==> src/rtl/timekeeper_core.sv <==
// timekeeper_core
//   Seconds divider, 24 h time-of-day counter, button-driven set-mode FSM and
//   12/24 h display path with blink gating of the field being edited.
//   Optional alarm comparator, built only when TIMEKEEPER_ALARM_EN is defined;
//   the port list is the same either way.
//
// Ports
//   clk_i                  system clock, rising edge
//   rst_ni                 synchronous active-low reset
//   set_time_i             pulse: enter/leave set mode
//   set_change_i           pulse: select next field in set mode
//   set_add_i              pulse: increment the selected field
//   mode_12h_i             1 = 12 h display, 0 = 24 h display
//   alarm_arm_i            alarm enable level
//   alarm_hour_i           alarm hour 0..23
//   alarm_min_i            alarm minute 0..59
//   hour_h_o .. second_l_o registered BCD display digits
//   hour_on_o, minute_on_o, second_on_o  per-field display enables
//   pm_o                   12 h mode and hour 12..23
//   set_active_o           set mode active
//   sec_pulse_o            one-cycle pulse per running second
//   alarm_ring_o           alarm indicator
module timekeeper_core #(
    parameter int unsigned CLK_HZ     = 50000000,
    parameter int unsigned BLINK_HZ   = 2,
    parameter int unsigned ALARM_SECS = 30
) (
    input  logic       clk_i,
    input  logic       rst_ni,
    input  logic       set_time_i,
    input  logic       set_change_i,
    input  logic       set_add_i,
    input  logic       mode_12h_i,
    input  logic       alarm_arm_i,
    input  logic [4:0] alarm_hour_i,
    input  logic [5:0] alarm_min_i,
    output logic [3:0] hour_h_o,
    output logic [3:0] hour_l_o,
    output logic [3:0] minute_h_o,
    output logic [3:0] minute_l_o,
    output logic [3:0] second_h_o,
    output logic [3:0] second_l_o,
    output logic       hour_on_o,
    output logic       minute_on_o,
    output logic       second_on_o,
    output logic       pm_o,
    output logic       set_active_o,
    output logic       sec_pulse_o,
    output logic       alarm_ring_o
);

    localparam int unsigned DivW         = $clog2(CLK_HZ);
    localparam logic [DivW-1:0] DivMax   = DivW'(CLK_HZ - 1);
    localparam int unsigned BlinkHalfRaw = CLK_HZ / (2 * BLINK_HZ);
    localparam int unsigned BlinkHalf    = (BlinkHalfRaw == 0) ? 1 : BlinkHalfRaw;
    localparam int unsigned BlinkW       = (BlinkHalf > 1) ? $clog2(BlinkHalf) : 1;
    localparam logic [BlinkW-1:0] BlinkMax = BlinkW'(BlinkHalf - 1);

    typedef enum logic [1:0] {StRun, StSetHour, StSetMin, StSetSec} state_e;

    state_e state_q, state_d;

    logic [4:0]        hour_q, hour_d;
    logic [5:0]        min_q, min_d;
    logic [5:0]        sec_q, sec_d;
    logic [DivW-1:0]   div_q, div_d;
    logic [BlinkW-1:0] blink_cnt_q, blink_cnt_d;
    logic              blink_phase_q, blink_phase_d;

    logic in_set, sel_hour, sel_min, sel_sec;
    logic tick, btn_add;

    // Display output registers
    logic [3:0] hour_h_q, hour_l_q, minute_h_q, minute_l_q, second_h_q, second_l_q;
    logic       hour_on_q, minute_on_q, second_on_q;
    logic       pm_q, set_active_q, sec_pulse_q;
    logic [4:0] disp_hour;
    logic       pm_d;
    logic [7:0] hour_bcd, min_bcd, sec_bcd;

    function automatic logic [7:0] to_bcd(input logic [6:0] v);
        return {4'(v / 7'd10), 4'(v % 7'd10)};
    endfunction

    // ---------------- FSM: state register ----------------
    always_ff @(posedge clk_i) begin
        if (!rst_ni) begin
            state_q <= StRun;
        end else begin
            state_q <= state_d;
        end
    end

    // ---------------- FSM: next state ----------------
    // set_time outranks set_change; set_add never moves the FSM.
    always_comb begin
        state_d = state_q;
        unique case (state_q)
            StRun: begin
                if (set_time_i) state_d = StSetHour;
            end
            StSetHour: begin
                if (set_time_i)        state_d = StRun;
                else if (set_change_i) state_d = StSetMin;
            end
            StSetMin: begin
                if (set_time_i)        state_d = StRun;
                else if (set_change_i) state_d = StSetSec;
            end
            StSetSec: begin
                if (set_time_i)        state_d = StRun;
                else if (set_change_i) state_d = StSetHour;
            end
            default: state_d = StRun;
        endcase
    end

    // ---------------- FSM: outputs ----------------
    always_comb begin
        in_set   = 1'b1;
        sel_hour = 1'b0;
        sel_min  = 1'b0;
        sel_sec  = 1'b0;
        unique case (state_q)
            StRun:     in_set   = 1'b0;
            StSetHour: sel_hour = 1'b1;
            StSetMin:  sel_min  = 1'b1;
            StSetSec:  sel_sec  = 1'b1;
            default:   in_set   = 1'b0;
        endcase
    end

    // Lower-priority pulses are dropped when a higher one arrives together.
    assign btn_add = set_add_i & ~set_time_i & ~set_change_i;

    // ---------------- Divider and blink ----------------
    always_comb begin
        tick  = ~in_set & (div_q == DivMax);
        div_d = (in_set || tick) ? '0 : div_q + 1'b1;

        // Blink phase is parked at 1 in RUN so every set-mode entry starts visible.
        blink_cnt_d   = blink_cnt_q;
        blink_phase_d = blink_phase_q;
        if (!in_set) begin
            blink_cnt_d   = '0;
            blink_phase_d = 1'b1;
        end else if (blink_cnt_q == BlinkMax) begin
            blink_cnt_d   = '0;
            blink_phase_d = ~blink_phase_q;
        end else begin
            blink_cnt_d = blink_cnt_q + 1'b1;
        end
    end

    // ---------------- Time of day ----------------
    always_comb begin
        hour_d = hour_q;
        min_d  = min_q;
        sec_d  = sec_q;
        if (tick) begin
            if (sec_q == 6'd59) begin
                sec_d = 6'd0;
                if (min_q == 6'd59) begin
                    min_d  = 6'd0;
                    hour_d = (hour_q == 5'd23) ? 5'd0 : hour_q + 5'd1;
                end else begin
                    min_d = min_q + 6'd1;
                end
            end else begin
                sec_d = sec_q + 6'd1;
            end
        end else if (btn_add) begin
            // Set-mode edits wrap within the field and never carry.
            if (sel_hour) hour_d = (hour_q == 5'd23) ? 5'd0 : hour_q + 5'd1;
            if (sel_min)  min_d  = (min_q == 6'd59) ? 6'd0 : min_q + 6'd1;
            if (sel_sec)  sec_d  = (sec_q == 6'd59) ? 6'd0 : sec_q + 6'd1;
        end
    end

    always_ff @(posedge clk_i) begin
        if (!rst_ni) begin
            hour_q        <= '0;
            min_q         <= '0;
            sec_q         <= '0;
            div_q         <= '0;
            blink_cnt_q   <= '0;
            blink_phase_q <= 1'b1;
        end else begin
            hour_q        <= hour_d;
            min_q         <= min_d;
            sec_q         <= sec_d;
            div_q         <= div_d;
            blink_cnt_q   <= blink_cnt_d;
            blink_phase_q <= blink_phase_d;
        end
    end

    // ---------------- Display conversion ----------------
    always_comb begin
        disp_hour = hour_q;
        pm_d      = 1'b0;
        if (mode_12h_i) begin
            pm_d = (hour_q >= 5'd12);
            if (hour_q == 5'd0)       disp_hour = 5'd12;
            else if (hour_q > 5'd12)  disp_hour = hour_q - 5'd12;
        end
        hour_bcd = to_bcd({2'b00, disp_hour});
        min_bcd  = to_bcd({1'b0, min_q});
        sec_bcd  = to_bcd({1'b0, sec_q});
    end

    always_ff @(posedge clk_i) begin
        if (!rst_ni) begin
            hour_h_q     <= '0;
            hour_l_q     <= '0;
            minute_h_q   <= '0;
            minute_l_q   <= '0;
            second_h_q   <= '0;
            second_l_q   <= '0;
            hour_on_q    <= 1'b1;
            minute_on_q  <= 1'b1;
            second_on_q  <= 1'b1;
            pm_q         <= 1'b0;
            set_active_q <= 1'b0;
            sec_pulse_q  <= 1'b0;
        end else begin
            hour_h_q     <= hour_bcd[7:4];
            hour_l_q     <= hour_bcd[3:0];
            minute_h_q   <= min_bcd[7:4];
            minute_l_q   <= min_bcd[3:0];
            second_h_q   <= sec_bcd[7:4];
            second_l_q   <= sec_bcd[3:0];
            hour_on_q    <= sel_hour ? blink_phase_q : 1'b1;
            minute_on_q  <= sel_min ? blink_phase_q : 1'b1;
            second_on_q  <= sel_sec ? blink_phase_q : 1'b1;
            pm_q         <= pm_d;
            set_active_q <= in_set;
            sec_pulse_q  <= tick;
        end
    end

    assign hour_h_o     = hour_h_q;
    assign hour_l_o     = hour_l_q;
    assign minute_h_o   = minute_h_q;
    assign minute_l_o   = minute_l_q;
    assign second_h_o   = second_h_q;
    assign second_l_o   = second_l_q;
    assign hour_on_o    = hour_on_q;
    assign minute_on_o  = minute_on_q;
    assign second_on_o  = second_on_q;
    assign pm_o         = pm_q;
    assign set_active_o = set_active_q;
    assign sec_pulse_o  = sec_pulse_q;

    // ---------------- Alarm ----------------
`ifdef TIMEKEEPER_ALARM_EN
    localparam int unsigned RingW = (ALARM_SECS > 0) ? $clog2(ALARM_SECS + 1) : 1;

    logic             ring_q, ring_d;
    logic [RingW-1:0] ring_cnt_q, ring_cnt_d;
    logic             any_btn, alarm_match;

    always_comb begin
        any_btn     = set_time_i | set_change_i | set_add_i;
        // Compare against the time this tick is about to produce.
        alarm_match = tick && (hour_d == alarm_hour_i) && (min_d == alarm_min_i) &&
                      (sec_d == 6'd0);
        ring_d      = ring_q;
        ring_cnt_d  = ring_cnt_q;
        if (!alarm_arm_i || any_btn) begin
            ring_d     = 1'b0;
            ring_cnt_d = '0;
        end else if (ring_q) begin
            // A fresh match while ringing is ignored; only ticks shorten the ring.
            if (tick) begin
                if (ring_cnt_q == RingW'(1)) begin
                    ring_d     = 1'b0;
                    ring_cnt_d = '0;
                end else begin
                    ring_cnt_d = ring_cnt_q - 1'b1;
                end
            end
        end else if (alarm_match) begin
            ring_d     = 1'b1;
            ring_cnt_d = RingW'(ALARM_SECS);
        end
    end

    always_ff @(posedge clk_i) begin
        if (!rst_ni) begin
            ring_q     <= 1'b0;
            ring_cnt_q <= '0;
        end else begin
            ring_q     <= ring_d;
            ring_cnt_q <= ring_cnt_d;
        end
    end

    assign alarm_ring_o = ring_q;
`else
    logic unused_alarm;
    assign unused_alarm = ^{alarm_arm_i, alarm_hour_i, alarm_min_i};
    assign alarm_ring_o = 1'b0;
`endif

endmodule

==> config.mk <==
export PLATFORM = sky130hd
export DESIGN_NAME = timekeeper_core
export DESIGN_NICKNAME = d
export VERILOG_FILES = /design/src/rtl/timekeeper_core.sv
export SDC_FILE = /design/constraint.sdc
export NUM_CORES = 1
export LEC_CHECK = 0
export CAP_MARGIN = 10
export CORE_MARGIN = 2
export CORE_UTILIZATION = 35
export DETAILED_ROUTE_END_ITERATION = 6
export HOLD_SLACK_MARGIN = 0.15
export PLACE_DENSITY_LB_ADDON = 0.25
export SLEW_MARGIN = 20
export SYNTH_ARGS = -nofsm -noshare
export SYNTH_HDL_FRONTEND = slang
export SYNTH_SLANG_ARGS = --single-unit
==> constraint.sdc <==
create_clock -name clk_i -period 2.8 [get_ports clk_i]
set_clock_uncertainty 0.1 [all_clocks]
set_input_delay 0.56 -clock clk_i [delete_from_list [all_inputs] [get_ports clk_i]]
set_output_delay 0.56 -clock clk_i [all_outputs]
set_load 0.02 [all_outputs]
==> flow_summary.toml, run 1 <==
[outcome]
status = "completed"

[route]
drtIter0Drc = 169
wire_per_inst_um = 12.1
drcViolationCount = 0
routed_wl_mm = 9.75
dr.pass1.iters = 4
ant_nets = 0
vias_per_cell = 4.92
vias = 3963

[finish]
area_growth_syn_to_layout_pct = 23.7
layout_commonest_cell = "dfxtp_1"
multiInputGateArea_um2 = 2770
layout.cells.non_filler = 806
final_cell_mix = "94 x dfxtp_1, 86 x nor2_1, 42 x nand2_1"
final_area_um2 = 5900
drive_above_1_share_pct = 14.4
n_antenna_cell = 0
fillers = 1308
regArea_um2 = 1920
fin_nets = 661

[clock_network]
postCtsHoldBufs = 0
insertion_delay_ps = 340
path_clk_slew_ps = 70
cts.sinks = 96
root_buffer = "clkbuf_16"
cts.path.max_buffers = 2
cts_made_buffers = 9
cts_tree = "built"
htree_levels = 3

[synthesis]
synth_warnings = 0
async_reset_ff_share_pct = 0
synth-seq-area-share_pct = 40.3
synth_area_um2 = 4770
synth_seq_cells = 96
synth_cells = 566
synth_cell_types = 60
synth_edf_count = 0
post_synth.cell_area_avg_um2 = 8.43
synth_ff_type = "dfxtp_1"

[global_route]
antenna_found_initial = 0
grt_pass1_wl_mm = 16.8
grt_usage_pct = 14.0
grt_pass1_vias = 3790
grt_overflow = 0
grt_start_max_net_pins = 27

[die]
die_w_um = 121
start_util_pct = 35.9
ios = 49
die_h_um = 121
die-area_um2 = 14600
rows = 42
fp.coreArea_um2 = 13300

[power]
p_leak_nw = 2.18
pwr_density_cell_nw_per_um2 = 473
max-vdd-ir-drop_mv = 0.292

[setup_path]
path_cells = "inv_1 -> ha_4 -> buf_4 -> a21oi_1 -> a32oi_2 -> inv_1 -> ha_4 -> a21oi_1 -> o21ai_1 -> and2_4 -> ha_4 -> nor2b_4 -> o221ai_2 -> o21ai_2 -> mux2i_1"
endpoint_kind = "flip-flop"
cp-start-kind = "flip-flop"
critPathBufInv = 3
critical_path_class = "reg2reg"
required_ps = 2960
cp_top_family = "compound AO/OA/AOI/OAI gates"
r2r_setup_slack_ps = 160
slowest_stage = "dfxtp_1"
crit_top_cell = "ha_4"
critPathMaxFanout = 5
crit_path_max_incr_delay_ps = 310
critPathArrivalTime_ps = 2810

[timing]
drv_slew = 0
maxSlewHeadroom_pct = 63.8
worstMarginPinSlew_ps = 538
timing.final.crit_share_pct = 94.4
hold_violations = 0
grt_setup_unrepaired = "no"
fmax_ghz = 0.378
fin_crit_ps = 2640
setup_violations = 0
finalSetupTns_ps = 0
worst_slack_ps = 156

[place]
place_area_um2 = 5490
place.gp.congestion = 0.793
dpl.cell_count = 788
hpwl_mm = 7.04
portBuffers = 31
pre_cts_ws_ps = -591

[hold_path]
hold_class = "reg2reg"

[run]
cap_violations = 0
logic make-up after synthesis:
family / synth area share [%]
xor+xnor: 9.36
simple gates: 27.4
flops: 40.3
mux: 1.78
fa+ha+maj: 4.72
compound gates: 12.2
other cells: 0.0786
buf+inv: 4.17
per-layer routing:
metal | vias to the layer above | GRT usage (%) | part of all wire (%)
met1 | 1835 | 17.1 | 47
met5 | - | 0 | 0
met2 | 57 | 24.1 | 48
met4 | 0 | 3.42 | 1.2
met3 | 13 | 4.29 | 3.9
li1 | 2058 | - | -
registers in the layout (all words and copies together), names as in the netlist, 4 cells and up:
| name | count |
|---|---|
| div_q | 26 |
| blink_cnt_q | 24 |
| min_q | 6 |
| sec_q | 6 |
| hour_q | 5 |
| hour_l_o | 4 |
| minute_l_o | 4 |
| second_l_o | 4 |
worst paths after layout:
check | cells after the start | startpoint | end
setup / recovery | 15 | hour_q[1] | hour_l_o[2]
hold / removal | 1 | blink_cnt_q[0] | blink_cnt_q[0]
setup reg to reg | 15 | hour_q[1] | hour_l_o[2]
hold reg to reg | 1 | blink_cnt_q[0] | blink_cnt_q[0]
synth_stat cells, types with 5 or more instances:
library cell	count	area (µm²)
a21oi_1	26	130
and2_1	5	31.3
and3_1	12	75.1
and4_1	6	52.6
buf_4	5	37.5
clkbuf_1	19	71.3
dfxtp_1	96	1920
ha_1	18	225
inv_1	19	71.3
nand2_1	43	161
nand2b_1	11	68.8
nand3_1	37	185
nand4_1	9	56.3
nor2_1	87	327
nor2b_1	11	68.8
nor3_1	10	50.1
nor3b_1	7	52.6
o21ai_0	22	110
or3_1	6	37.5
xnor2_1	14	123
xor2_1	37	324
through the flow:
stage | hold WS (ps) | utilization (%) | power [mW]
global placement | 347 | 41.3 | 1.58
detailed placement | 358 | 41.3 | 1.59
floorplan | 326 | - | 1.52
finish | 363 | 44.4 | 2.79
global route | 406 | 44.4 | 2.90
CTS | 375 | 43.9 | 2.82
layout make-up:
type	instances	share of cell area (%)
sequential	96	32.6
clock inverter	7	1.23
timing repair buffer	72	10.4
multi-input combinational	427	47.0
inverter	19	1.21
clock buffer	9	3.81
tap	176	3.73
report_power, final:
part	total [mW]	switching [mW]	internal, mW	leakage (nW)
clock	1.22	0.528	0.691	0.141
combinational	0.183	0.102	0.0811	1.26
sequential	1.39	0.0109	1.38	0.776
total	2.79	0.640	2.15	2.18
what timing repair did:
item                       4_1_cts  5_1_grt
resized for setup               10       16
setup endpoints to repair        4        6
setup buffers                    1        1
pin swaps                        4        9
Note: power is estimated with default switching activity, not from simulation.
==> inputs of run 2 (changes only) <==
--- a/config.mk
+++ b/config.mk
@@ -6,7 +6,8 @@
 export NUM_CORES = 1
 export LEC_CHECK = 0
 export CAP_MARGIN = 10
-export CORE_MARGIN = 2
+export CORE_ASPECT_RATIO = 1.1
+export CORE_MARGIN = 3
 export CORE_UTILIZATION = 35
 export DETAILED_ROUTE_END_ITERATION = 6
 export HOLD_SLACK_MARGIN = 0.15
@@ -15,3 +16,4 @@
 export SYNTH_ARGS = -nofsm -noshare
 export SYNTH_HDL_FRONTEND = slang
 export SYNTH_SLANG_ARGS = --single-unit
+export TNS_END_PERCENT = 20
==> run 2 against run 1 <==
Effect of this change: non-clock buffer count grew 5; register-to-register slack lost 20 ps; clock power is essentially flat; count of clock-buffer cells in the layout grew 2; critical path depth shrank 1; via count shrank 0.38%; cell area grew 0.57%; highest routed layer unchanged; wire length shrank 0.43%.
==> flow_summary.toml, run 2 (synthesis gave the netlist of run 1 again) <==
[finish]
largest_reg_flops = 26
area_growth_syn_to_layout_pct = 24.4
drive_above_1_share_pct = 15.4
layout.cells.non_filler = 819
fin_util_pct = 44.8
final_cell_mix = "91 x dfxtp_1, 87 x nor2_1, 46 x buf_4"
fillers = 1297
layout_commonest_cell = "dfxtp_1"
regMostFlops = "div_q"
top_regs = "div_q (26), blink_cnt_q (24)"
fin_nets = 666
n_antenna_cell = 0

[outcome]
status = "completed"

[hold_path]
hold_class = "reg2reg"
min_from = "blink_cnt_q[0]"

[die]
fp.coreArea_um2 = 13300
start_util_pct = 36.0
die_w_um = 117
ios = 49
rows = 44
die-area_um2 = 15100
die_h_um = 128

[route]
drcViolationCount = 0
wire_per_inst_um = 11.8
vias = 3948
vias_per_cell = 4.82
ant_nets = 0
dr.pass1.iters = 4
drtIter0Drc = 195
routed_wl_mm = 9.70

[clock_network]
htree_levels = 3
cts.sinks = 96
insertion_delay_ps = 340
root_buffer = "clkbuf_16"
path_clk_slew_ps = 60
cts_tree = "built"
cts.path.max_buffers = 2
cts_made_buffers = 9

[setup_path]
timing.critical_path.from = "hour_q[2]"
critPathArrivalTime_ps = 2830
cp-start-kind = "flip-flop"
crit_path_max_incr_delay_ps = 330
critPathMaxFanout = 6
slowest_stage = "dfxtp_2"
required_ps = 2970
endpoint_kind = "flip-flop"
r2r_start = "hour_q[2]"
path_cells = "buf_4 -> buf_4 -> and2_1 -> a32oi_1 -> inv_1 -> ha_4 -> a21oi_2 -> o21ai_1 -> and2_1 -> ha_4 -> nor2b_2 -> o221ai_2 -> o21ai_2 -> mux2i_1"
critical_path_class = "reg2reg"

[timing]
setup_violations = 0
finalSetupTns_ps = 0
drv_slew = 0
worstMarginPinSlew_ps = 607
maxSlewHeadroom_pct = 59.2
timing.final.crit_share_pct = 95.1
fin_crit_ps = 2660
hold_violations = 0
fmax_ghz = 0.376
grt_setup_unrepaired = "yes"

[global_route]
grt_overflow = 0
grt_start_max_net_pins = 30
grt_pass1_vias = 3767
antenna_found_initial = 0
grt_usage_pct = 13.3
grt_pass1_wl_mm = 16.8

[place]
hpwl_mm = 6.95
portBuffers = 31
dpl.cell_count = 797
place.gp.congestion = 0.767

[power]
p_leak_nw = 2.20
max-vdd-ir-drop_mv = 0.258
pwr_density_cell_nw_per_um2 = 470

[run]
cap_violations = 0
==> run 2: through the flow <==
stage | setup slack (ps) | hold WS [ps] | power, mW | area (µm²)
CTS | 19.1 | 367 | 2.82 | 5840
finish | 138 | 360 | 2.79 | 5940
global placement | -442 | 342 | 1.58 | 5510
floorplan | 13.2 | 326 | 1.52 | 4800
global route | -130 | 402 | 2.92 | 5940
detailed placement | -571 | 351 | 1.59 | 5510
==> run 2: worst max-delay path: cells and delay by family (launching register included) <==
kind	cells	cell delay (ps)
compound gates	5	710
flops	1	330
simple gates	3	470
buf+inv	3	400
fa+ha+maj	2	370
mux	1	210
==> run 2: layer usage <==
metal	global-route usage [%]	share of wire [%]
met1	16.3	48
met2	23.2	49
met3	2.64	2.6
met4	5.52	0.46
met5	0	0
==> run 2: path summary, 6_finish.rpt <==
path	cells after the start	slack (ps)	end
setup / recovery	14	140	hour_l_o[2]
hold reg to reg	1	360	blink_cnt_q[0]
hold / removal	1	360	blink_cnt_q[0]
setup reg to reg	14	140	hour_l_o[2]
==> run 2: cell type report <==
cell class	instances	area [µm²]	area share [%]
Tap cell	184	230	3.88
Multi-Input combinational cell	427	2760	46.5
Clock inverter	5	56.3	0.948
Sequential cell	96	1930	32.5
Inverter	19	71.3	1.20
Timing Repair Buffer	77	651	11.0
Clock buffer	11	243	4.09
==> run 2: what timing repair did <==
action,in CTS,in global routing
gates resized for setup,8,19
hold buffers,0,0
buffers inserted,1,5
pin swaps,2,5
setup endpoints to repair,4,7
==> run 2: power by group <==
part | switching, mW | internal (mW) | total (mW)
logic | 0.102 | 0.0837 | 0.185
clock network | 0.504 | 0.715 | 1.22
registers | 0.0107 | 1.38 | 1.39
==> inputs of run 3 (changes only) <==
--- a/config.mk
+++ b/config.mk
@@ -5,6 +5,7 @@
 export SDC_FILE = /design/constraint.sdc
 export NUM_CORES = 1
 export LEC_CHECK = 0
+export ABC_AREA = 1
 export CAP_MARGIN = 10
 export CORE_ASPECT_RATIO = 1.1
 export CORE_MARGIN = 3
==> run 3 against run 2 <==
Effect of this change: non-clock buffer count decreased by 39; utilization decreased by 3.1 points; worst hold slack got worse by 13 ps; sequential cell count unchanged; wire length decreased by 0.12%; critical path depth increased by 2; highest routed layer unchanged.
==> flow_summary.toml, run 3 <==
[run]
cap_violations = 0

[clock_network]
postCtsHoldBufs = 0
cts.sinks = 96
cts_made_buffers = 9
cts_tree = "built"
insertion_delay_ps = 350
path_clk_slew_ps = 60
cts.path.max_buffers = 2
root_buffer = "clkbuf_16"
htree_levels = 3

[setup_path]
crit_path_max_incr_delay_ps = 490
critPathArrivalTime_ps = 2690
critPathBufInv = 3
cp-start-kind = "flip-flop"
slowest_stage = "dfxtp_1"
critical_path_class = "reg2reg"
cp_top_family = "simple AND/OR/NAND/NOR gates"
required_ps = 2940
endpoint_kind = "flip-flop"
critPathMaxFanout = 8
path_cells = "ha_1 -> nand3_2 -> nand4_1 -> nand3_2 -> inv_1 -> nand2_1 -> ha_1 -> inv_1 -> nand3_1 -> nand2_1 -> inv_1 -> ha_1 -> nand2_1 -> nand2_2 -> a21oi_1 -> nor2_1"

[timing]
fin_crit_ps = 2550
setup_violations = 0
timing.final.crit_share_pct = 91.0
worst_hold_slack_ps = 347
fmax_ghz = 0.392
hold_violations = 0
drv_slew = 0
grt_setup_unrepaired = "no"

[finish]
n_antenna_cell = 0
fin_nets = 753
drive_above_1_share_pct = 11.1
final_area_um2 = 5770
regArea_um2 = 1920
largest_reg_flops = 26
multiInputGateArea_um2 = 2600
area_growth_syn_to_layout_pct = 16.1
regMostFlops = "div_q"
fillers = 1442
layout_commonest_cell = "nand2_1"
fin_util_pct = 41.7
final_cell_mix = "131 x nand2_1, 95 x dfxtp_1, 94 x inv_1"
top_regs = "div_q (26), blink_cnt_q (24)"
layout.cells.non_filler = 909

[route]
dr.pass1.iters = 4
drtIter0Drc = 157
wire_per_inst_um = 10.7
vias = 4281
ant_nets = 0
drcViolationCount = 0
vias_per_cell = 4.71
routed_wl_mm = 9.69

[synthesis]
yosys.area.top_type = "dfxtp_1"
synth_warnings = 0
synth_cell_types = 42
synth_area_leaders = "dfxtp_1 39%, nand2_1 9.9%, inv_1 7.1%, nor2_1 6.6%, ha_1 4.5%"
ys_top_cells_by_count = "131 x nand2_1, 96 x dfxtp_1, 94 x inv_1"
synthMuxAreaShare_pct = 0
synth_cells = 678
synthXorXnorAreaFrac_pct = 4.35
synth_ff_type = "dfxtp_1"
synth_compound_area_share_pct = 9.36
synth-adder-area-share_pct = 4.53
synth_edf_count = 0
yosys.cell_count.top_type = "nand2_1"
yosys.area_share.simple_pct = 33.6
synth_top_family_by_area = "simple AND/OR/NAND/NOR gates"
synth-seq-area-share_pct = 38.6
async_reset_ff_share_pct = 0
synth_seq_cells = 96
synth_area_um2 = 4970
post_synth.cell_area_avg_um2 = 7.34
synth_top_area_share_pct = 38.6

[die]
die-area_um2 = 15700
start_util_pct = 35.9
rows = 45
die_w_um = 120
die_h_um = 131
ios = 49
fp.coreArea_um2 = 13900

[place]
dpl.cell_count = 894
portBuffers = 31
place_area_um2 = 5510
place.gp.congestion = 0.882
hpwl_mm = 7.27

[power]
p_leak_nw = 2.29
max-vdd-ir-drop_mv = 0.277
pwr_density_cell_nw_per_um2 = 464

[global_route]
antenna_found_initial = 0
grt_pass1_vias = 4110
grt_start_max_net_pins = 27
grt_usage_pct = 13.3
grt_pass1_wl_mm = 17.3
grt_overflow = 0

[hold_path]
hold_class = "reg2reg"

[outcome]
status = "completed"
## run 3: changes by cell type after synthesis, sizes merged, moves of 11 or more
| cell | before | now |
|---|---|---|
| nand2b | 11 | 0 |
| xor2 | 37 | 19 |
| nor2b | 11 | 0 |
| a21oi | 26 | 46 |
| clkbuf | 19 | 4 |
| inv | 19 | 104 |
| nand2 | 43 | 143 |
| and3 | 12 | 0 |
## run 3: power by group
part / switching [mW] / internal [mW] / total (mW) / leakage (nW)
clock: 0.513 / 0.597 / 1.11 / 0.128
combinational: 0.113 / 0.0643 / 0.177 / 1.38
sequential: 0.0101 / 1.38 / 1.39 / 0.776
total: 0.637 / 2.04 / 2.68 / 2.29
## run 3: cell families (layout without fill, tap and decap cells)
| kind of cell | count (synthesis) | count (layout) |
|---|---|---|
| adder cells (fa/ha/maj) | 18 | 18 |
| XOR/XNOR | 23 | 23 |
| flip-flops | 96 | 96 |
| buffers and inverters | 118 | 157 |
| AO/OA/AOI/OAI | 79 | 79 |
| AND/OR/NAND/NOR | 343 | 343 |
| other | 1 | 5 |
## run 3: cell type report
type	count	share of cell area, %
sequential	96	33.3
timing repair buffer	38	6.29
tap	188	4.08
clock buffer	10	3.97
clock inverter	5	0.607
inverter	104	6.76
multi-input combinational	468	45.0
## run 3: path summary, 6_finish.rpt
path	from	end	slack (ps)	cells past startpoint
max	hour_q[2]	hour_l_o[2]	250	16
min	div_q[0]	div_q[0]	350	1
max reg2reg	hour_q[2]	hour_l_o[2]	250	16
min reg2reg	div_q[0]	div_q[0]	350	1
## run 3: metal layers
| layer | vias to the layer above | global-route usage (%) | wire length (µm) |
|---|---|---|---|
| met4 | 0 | 6.27 | 178 |
| met1 | 1965 | 15.5 | 4540 |
| met3 | 12 | 2.71 | 297 |
| met5 | - | 0 | 0 |
| met2 | 64 | 23.5 | 4680 |
| li1 | 2240 | - | - |
## run 3: repair_timing
action,4_1_cts,5_1_grt
setup endpoints to repair,0,2
gates resized for setup,0,1
buffers inserted,0,0
## run 3: per-stage QoR
| step | power [mW] | worst slack (ps) | TNS, ps |
|---|---|---|---|
| global route | 2.79 | 5.40 | 0 |
| floorplan | 1.55 | 459 | 0 |
| finish | 2.68 | 251 | 0 |
| global placement | 1.60 | -4.73 | -4.73 |
| CTS | 2.72 | 231 | 0 |
| detailed placement | 1.60 | -81.3 | -150 |
==> variant: new RTL, config.mk and constraints of run 3 <==
Register the input `mode_12h_i` before use, with the module's reset. The logic sees it one clock later. The other inputs are not delayed to match.
--- a/src/rtl/timekeeper_core.sv
+++ b/src/rtl/timekeeper_core.sv
@@ -60,2 +60,12 @@
 
+    logic mode_12h_q;
+
+    always_ff @(posedge clk_i) begin
+        if (!rst_ni) begin
+            mode_12h_q <= '0;
+        end else begin
+            mode_12h_q <= mode_12h_i;
+        end
+    end
+
     state_e state_q, state_d;
@@ -201,3 +211,3 @@
         pm_d      = 1'b0;
-        if (mode_12h_i) begin
+        if (mode_12h_q) begin
             pm_d = (hour_q >= 5'd12);
Behaviour: not the same (a bounded check fails within 4 cycles, from zero or initial values and one cycle with rst_ni low).
==> variant against run 3 <==
- critical path depth is the same
- highest routed layer unchanged
- global-route usage grew 0.28 points
- largest cell class unchanged
- fmax grew 0.27%
- sequential cell count grew 1
- synthesized cell count grew 6.2%
- non-clock buffer count grew 1
- synthesized area grew 3.6%
- cell area grew 4.2%
- worst setup slack gained 0.0069 ns
- via count grew 4.6%
- routed wire length grew 7.2%
- sequential share of layout area shrank 0.96 points
- power grew 4.5%
==> variant: results (changes against run 3) <==
| Metric | Value |
|---|---|
| Synth area leaders | dfxtp_1 (38%), nand2_1 (12%), inv_1 (7.7%) |
| Hold slack | 0.356 ns (+0.00901 ns) |
| Nets | 794 (+5.4%) |
| Largest regs | div_q x26, blink_cnt_q x24 |
| Post-DP HPWL | 7850 µm (+7.9%) |
| Net switching power | 0.000638 W (+0.13%) |
| Layout cells sized above 1 | 0.114 (+0.00322) |
| Status | finished clean |
| Min Clock Period, post-route | 2.54 ns (-0.00689 ns) |
| Worst path max stage delay | 0.40 ns (-0.09 ns) |
| Placer Congestion | 0.837 (-5.1%) |
| DR iter-0 viols | 228 (+45%) |
| Cells after DPL | 935 (+4.6%) |
| Dpl cell area | 0.00569 mm² (+3.3%) |
| Gr usage total | 0.135 (+0.00279) |
| Vias | 4476 (+4.6%) |
| Sequential area share after synthesis | 0.377 (-0.00962) |
| CP max FO | 7 (-1) |
| CTS root buf | clkbuf_16 |
| Mean number of vias per cell | 4.71 (about the same) |
| First-pass GRT wire length | 18300 µm (+5.8%) |
| Leakage power | 2.41 nW (+5.4%) |
| Largest net degree at the start of global routing | 26 (-3.7%) |
| Dpl ws | -0.0133 ns (+0.0680 ns) |
| Syn avg cell area | 7.16 µm² (-2.4%) |
| Most instantiated cells after synthesis | nand2_1 (162), inv_1 (106), dfxtp_1 (97) |
| Distinct cells, synth | 48 (+14%) |
| Routed Antenna Nets | 0 (unchanged) |
| H-tree Lvls | 3 (unchanged) |
| Post-Route WL | 10400 µm (+7.2%) |
| CP max-delay cell | dfxtp_2 |
| VDD IR max | 0.221 mV (-20%) |
| R2R Setup Slk | 0.26 ns |
| Number of global-route vias before repair | 4228 (+2.9%) |
## variant: worst register-to-register path, cell delays in order (launching register included)
cell,delay [ns]
dfxtp_2,0.40
inv_1,0.09
ha_1,0.30
nand4_1,0.10
nand2_1,0.09
nor2_4,0.13
nand3_2,0.09
ha_2,0.19
inv_2,0.07
nand3_1,0.09
nand2_1,0.09
inv_1,0.05
ha_1,0.20
a21oi_2,0.18
nor2_4,0.08
a21oi_2,0.12
nor2_1,0.05
## variant: cell type report
type	instances	area, µm²
clock buffers	10	239
clock inverters	5	56.3
fillers	1418	8120
inverters	113	427
multi-input cells	498	2740
flip-flops and latches	97	1950
well taps	188	235
repair buffers	39	370
## variant: what timing repair did
item / CTS / global route
gates resized for setup: 1 / 11
endpoints found under the setup margin: 1 / 4
setup buffers: 0 / 0
## variant: path summary, 6_finish.rpt
check,from,endpoint,depth (start not counted)
max,hour_q[2],hour_l_o[1],16
min,blink_cnt_q[0],blink_cnt_q[0],1
max reg2reg,hour_q[2],hour_l_o[1],16
min reg2reg,blink_cnt_q[0],blink_cnt_q[0],1
## variant: cells by family after synthesis
logic type / share of synthesized area
simple gates: 0.372
compound gates: 0.0806
flops: 0.377
buf+inv: 0.0993
xor+xnor: 0.0269
other cells: 0.000728
fa+ha+maj: 0.0437
## variant: power by group through the flow
stage          sequential [W]  clock (W)  combinational [W]
6_report              0.00141    0.00123           0.000162
5_1_grt               0.00141    0.00133           0.000184
4_1_cts               0.00141    0.00129           0.000161
3_5_place_dp          0.00144          0           0.000160
3_3_place_gp          0.00144          0           0.000156
2_1_floorplan         0.00145          0           0.000101
## variant: per-layer routing
layer,track usage,routed length (µm)
met1,0.165,4910
met2,0.230,4990
met3,0.0335,351
met4,0.0492,136
met5,0,0
